## src/rtl/apb_transfer_controller.sv

```systemverilog
// APB sequencer for the AHB-to-APB bridge: buffers requests in a small FIFO and
// turns each one into an APB SETUP/ACCESS cycle, with an optional Pready timeout.
module apb_transfer_controller #(
  parameter int DEPTH   = 2,
  parameter int TIMEOUT = 15,
  parameter int SEL_LSB = 28
) (
  input  logic        Hclk,
  input  logic        Hreset,
  input  logic        valid,
  input  logic [31:0] Haddr_temp,
  input  logic [31:0] Hwdata_temp,
  input  logic        Hwrite_temp,
  output logic        Hready,
  output logic [31:0] Hrdata,
  output logic        Hresp,
  output logic        done,
  output logic [31:0] Paddr,
  output logic [31:0] Pwdata,
  output logic        Pwrite,
  output logic [3:0]  Psel,
  output logic        Penable,
  input  logic        Pready,
  input  logic [31:0] Prdata,
  input  logic        Pslverr,
  output logic [1:0]  dbg_state_o
);

  localparam int AW = $clog2(DEPTH);
  localparam int TW = (TIMEOUT > 0) ? $clog2(TIMEOUT + 1) : 1;
  localparam logic [AW:0]   FULL_CNT = (AW + 1)'(DEPTH);
  localparam logic [AW-1:0] PTR_ONE  = AW'(1);
  localparam logic [AW:0]   CNT_ONE  = (AW + 1)'(1);
  localparam logic [TW-1:0] TCNT_ONE = TW'(1);
  localparam logic [TW-1:0] TO_LAST  = TW'((TIMEOUT > 0) ? TIMEOUT - 1 : 0);

  typedef enum logic [1:0] {
    S_IDLE   = 2'd0,
    S_SETUP  = 2'd1,
    S_ACCESS = 2'd2
  } state_t;

  state_t state_q;

  logic [31:0]   addr_mem  [DEPTH];
  logic [31:0]   wdata_mem [DEPTH];
  logic          write_mem [DEPTH];
  logic [AW-1:0] wr_ptr_q, wr_ptr_d;
  logic [AW-1:0] rd_ptr_q, rd_ptr_d;
  logic [AW:0]   count_q, count_d;
  logic [TW-1:0] tcnt_q;

  logic        fifo_empty;
  logic        push;
  logic        pop;
  logic        timeout_hit;
  logic        xfer_end;
  logic [31:0] head_addr;
  logic [31:0] head_wdata;
  logic        head_write;

  function automatic logic [3:0] sel_onehot(input logic [31:0] addr);
    sel_onehot = 4'b0001 << addr[SEL_LSB +: 2];
  endfunction

  // Handshake: a request is taken on every rising edge where valid & Hready.
  // Hready depends only on registered occupancy, so a pop on the same edge
  // never lets a full FIFO accept another entry.
  assign fifo_empty  = (count_q == '0);
  assign Hready      = (count_q != FULL_CNT);
  assign push        = valid & Hready;
  assign timeout_hit = (TIMEOUT != 0) && (tcnt_q == TO_LAST);
  assign xfer_end    = (state_q == S_ACCESS) && (Pready || timeout_hit);
  assign pop         = !fifo_empty && ((state_q == S_IDLE) || xfer_end);

  assign head_addr   = addr_mem[rd_ptr_q];
  assign head_wdata  = wdata_mem[rd_ptr_q];
  assign head_write  = write_mem[rd_ptr_q];
  assign dbg_state_o = state_q;

  always_comb begin
    wr_ptr_d = wr_ptr_q;
    rd_ptr_d = rd_ptr_q;
    count_d  = count_q;
    if (push) wr_ptr_d = wr_ptr_q + PTR_ONE;
    if (pop)  rd_ptr_d = rd_ptr_q + PTR_ONE;
    case ({push, pop})
      2'b10:   count_d = count_q + CNT_ONE;
      2'b01:   count_d = count_q - CNT_ONE;
      default: count_d = count_q;
    endcase
  end

  always_ff @(posedge Hclk or posedge Hreset) begin
    if (Hreset) begin
      wr_ptr_q <= '0;
      rd_ptr_q <= '0;
      count_q  <= '0;
    end else begin
      wr_ptr_q <= wr_ptr_d;
      rd_ptr_q <= rd_ptr_d;
      count_q  <= count_d;
    end
  end

  // Storage needs no reset: occupancy alone decides what is valid.
  always_ff @(posedge Hclk) begin
    if (push) begin
      addr_mem[wr_ptr_q]  <= Haddr_temp;
      wdata_mem[wr_ptr_q] <= Hwdata_temp;
      write_mem[wr_ptr_q] <= Hwrite_temp;
    end
  end

  always_ff @(posedge Hclk or posedge Hreset) begin
    if (Hreset) begin
      state_q <= S_IDLE;
      tcnt_q  <= '0;
      Hrdata  <= '0;
      Hresp   <= 1'b0;
      done    <= 1'b0;
      Paddr   <= '0;
      Pwdata  <= '0;
      Pwrite  <= 1'b0;
      Psel    <= '0;
      Penable <= 1'b0;
    end else begin
      done  <= 1'b0;
      Hresp <= 1'b0;
      if (pop) begin
        Paddr  <= head_addr;
        Pwdata <= head_wdata;
        Pwrite <= head_write;
      end
      case (state_q)
        S_IDLE: begin
          Penable <= 1'b0;
          if (pop) begin
            state_q <= S_SETUP;
            Psel    <= sel_onehot(head_addr);
          end else begin
            Psel <= '0;
          end
        end
        S_SETUP: begin
          state_q <= S_ACCESS;
          Penable <= 1'b1;
          tcnt_q  <= '0;
        end
        S_ACCESS: begin
          if (xfer_end) begin
            // Pready wins over a coinciding timeout; an abort leaves Hrdata alone.
            done    <= 1'b1;
            Hresp   <= Pready ? Pslverr : 1'b1;
            Penable <= 1'b0;
            if (Pready && !Pwrite) Hrdata <= Prdata;
            if (pop) begin
              state_q <= S_SETUP;
              Psel    <= sel_onehot(head_addr);
            end else begin
              state_q <= S_IDLE;
              Psel    <= '0;
            end
          end else begin
            tcnt_q <= tcnt_q + TCNT_ONE;
          end
        end
        default: begin
          state_q <= S_IDLE;
          Psel    <= '0;
          Penable <= 1'b0;
        end
      endcase
    end
  end

endmodule

```

## config.mk

```make
export PLATFORM = sky130hd
export DESIGN_NAME = apb_transfer_controller
export DESIGN_NICKNAME = d
export VERILOG_FILES = /design/src/rtl/apb_transfer_controller.sv
export SDC_FILE = /design/constraint.sdc
export NUM_CORES = 1
export LEC_CHECK = 0
export CAP_MARGIN = 20
export CORE_ASPECT_RATIO = 1.25
export CORE_MARGIN = 1.5
export CORE_UTILIZATION = 40
export DETAILED_ROUTE_END_ITERATION = 8
export GPL_TIMING_DRIVEN = 0
export PLACE_DENSITY = 0.67
export SLEW_MARGIN = 10
export SYNTH_ARGS = -nofsm -noshare
export SYNTH_HDL_FRONTEND = slang
export SYNTH_SLANG_ARGS = --single-unit
export TNS_END_PERCENT = 50
```

## constraint.sdc

```tcl
create_clock -name Hclk -period 12.8 [get_ports Hclk]
set_clock_uncertainty 0.15 [all_clocks]
set_input_delay 3.84 -clock Hclk [delete_from_list [all_inputs] [get_ports Hclk]]
set_output_delay 3.84 -clock Hclk [all_outputs]
set_load 0.005 [all_outputs]
```

==> flow_summary.json <==
{
  "rsz0062_at_grt": "false",
  "dp_cells": 978,
  "ys_seq_elements": 244,
  "layoutNonFillerInstCount": 1022,
  "num_vias": 4944,
  "num_antenna_cells": 0,
  "fin_nets": 825,
  "firstDrtPassIters": 4,
  "crit_arrival_ns": 1.72,
  "syn_to_final_growth_pct": 37.1,
  "drc": 0,
  "reg2reg_slack_ns": 10.26,
  "ant_nets": 0,
  "grt_max_degree": 74,
  "fillerInstances": 1757,
  "clk_pin_slew_ns": 0.06,
  "avgSynthCellArea_um2": 18.9,
  "synthFlopType": "edfxtp_1",
  "grt_first_pass_wirelength_mm": 29.2,
  "synthCells": 483,
  "track_usage": 0.154,
  "finalSetupTns_ns": 0,
  "fin_crit_ns": 5.71,
  "numCtsBuffers": 24,
  "wl_per_cell_um": 17.8,
  "max_slew_margin": 0.521,
  "drive_above_1_share": 0.290,
  "core_mm2": 0.0223,
  "die_w_um": 138,
  "end_kind": "primary output",
  "setup_violations": 0,
  "gp_congestion": 0.765,
  "post_cts_resized": 0,
  "dieArea_mm2": 0.0237,
  "fin_util": 0.562,
  "cap_violations": 0,
  "critical_path_class": "reg2out",
  "fmax_mhz": 175,
  "via_per_inst": 4.84,
  "power_leakage_uw": 0.00471,
  "initial_core_util": 0.409,
  "post-dp-hpwl_mm": 12.7,
  "synth_edf_count": 130,
  "async_flop_share": 0.467,
  "mappedNetlistArea_mm2": 0.00913,
  "hold_path_class": "reg2reg",
  "core.rowCount": 61,
  "cts_root_buf": "clkbuf_16",
  "reg2reg_to": "Paddr[8]$_DFFE_PP0P_",
  "multi_input_area_mm2": 0.00224,
  "grt_overflow": 0,
  "reg2reg_depth": 6,
  "hold_end": "Paddr[20]$_DFFE_PP0P_",
  "hold_viol": 0,
  "cts_setup_buffers": 0,
  "vdd_drop_max_mv": 0.129,
  "syn_nets": 587,
  "die_h_um": 172,
  "worstMarginPinSlew_ns": 0.716,
  "numClockSinks": 244,
  "ys_warn_count": 0,
  "synth_cell_types": 36,
  "antenna_found_initial": 0,
  "cts_tree": "done",
  "drv_slew": 0,
  "insertion_delay_ns": 0.51,
  "hold_buffers": 0,
  "r2r-start": "tcnt_q[0]$_DFFE_PP0P_",
  "run_status": "completed",
  "p_per_area_mw_per_mm2": 244,
  "holdPathStages": 1,
  "cp.required_ns": 8.81,
  "numPortBuffers": 208,
  "drt_iter0_drc": 146,
  "cts_max_path_buffers": 3,
  "critPathMaxFanout": 5,
  "boundaryPins": 209,
  "seqCellArea_mm2": 0.00676,
  "grt_pass1_vias": 5508,
  "whs_ns": 0.344,
  "period_share": 0.446,
  "wl_mm": 18.2,
  "htree_levels": 1,
  "ys_seq_area_frac": 0.740,
  "crit_path_start_kind": "flop",
  "min_from": "Paddr[20]$_DFFE_PP0P_"
}
[how the worst max path moves through the flow]
stage                           startpoint  slack, ns  cells after the start                   endpoint
floorplan                            valid       5.53                      2   addr_mem[0][0]$_DFFE_PP_
global placement                     valid       3.14                      3  addr_mem[0][16]$_DFFE_PP_
detailed placement                  Pready       6.60                      5      Paddr[25]$_DFFE_PP0P_
CTS                 count_q[0]$_DFFE_PP0P_       7.08                      2                     Hready
global route        count_q[0]$_DFFE_PP0P_       7.02                      2                     Hready
finish              count_q[0]$_DFFE_PP0P_       7.09                      2                     Hready
[logic make-up after synthesis]
group,synth area share
AO/OA/AOI/OAI,0.0195
XOR/XNOR,0.00192
adder cells (fa/ha/maj),0.00274
buffers and inverters,0.0159
flip-flops,0.740
multiplexers,0.202
AND/OR/NAND/NOR,0.0175
[power by group]
group / internal, µW / leakage (µW) / switching (µW)
Clock: 463 / 0.000414 / 281
Combinational: 666 / 0.00171 / 398
Sequential: 1120 / 0.00258 / 121
[state kept, by name (all words and copies together) (netlist names), 2 cells and up]
register,flops
addr_mem,64
wdata_mem,64
Hrdata,32
Paddr,32
Pwdata,32
Psel,4
tcnt_q,4
count_q,2
dbg_state_o,2
write_mem,2
[layout by cell type, fill, tap and decap left out, types with 6 or more instances in the layout]
| cell type | n |
|---|---|
| edfxtp_1 | 130 |
| nand2_1 | 7 |
| dfrtp_1 | 114 |
| clkbuf_16 | 25 |
| buf_6 | 7 |
| clkdlybuf4s50_1 | 208 |
| mux2_2 | 156 |
| clkbuf_1 | 11 |
| mux2_1 | 6 |
[critical path, stage by stage (launching register included)]
cell and delay [ns]:
dfrtp_1 0.40, nand2b_1 0.24, clkdlybuf4s50_1 0.56
[cell usage after synthesis, types with 2 or more instances]
cell      instances  area share
nand2_1           7      0.0029
nor2_1            5      0.0021
nand3_1           4      0.0022
inv_1             5      0.0021
edfxtp_1        130        0.43
nor4_1            2      0.0014
buf_2             5      0.0027
o21ai_0           3      0.0016
clkbuf_1          6      0.0025
nand2b_1          4      0.0027
mux2_1            6      0.0074
ha_1              2      0.0027
buf_6             7      0.0086
a32o_1            5      0.0055
dfrtp_1         114        0.31
mux2_2          156        0.19
nor2b_1           2      0.0014
mux2i_1           2      0.0022
[metal layers]
metal  GRT usage  share of wire  wire length, µm  vias to the layer above
li1            -              -                -                     2305
met2       0.279           0.52             9460                      151
met4      0.0394          0.017              305                        0
met5           0              0                0                        -
met1       0.181           0.40             7230                     2460
met3      0.0421          0.068             1230                       28
[through the flow]
step	setup WS, ns	total power (µW)	area (µm²)
finish	7.09	3050	12500
global route	7.02	3230	12500
CTS	7.08	3100	12500
detailed placement	6.60	2350	11700
global placement	3.14	2290	11600
floorplan	5.53	1800	9130
[layout make-up]
class / count / share of cell area
flip-flops and latches: 244 / 0.540
clock buffers: 31 / 0.0526
clock inverters: 13 / 0.0151
repair buffers: 212 / 0.173
plain buffers: 18 / 0.0101
well taps: 283 / 0.0283
inverters: 5 / 0.00190
multi-input cells: 216 / 0.179
No activity file was read; power rests on OpenSTA's default activity.
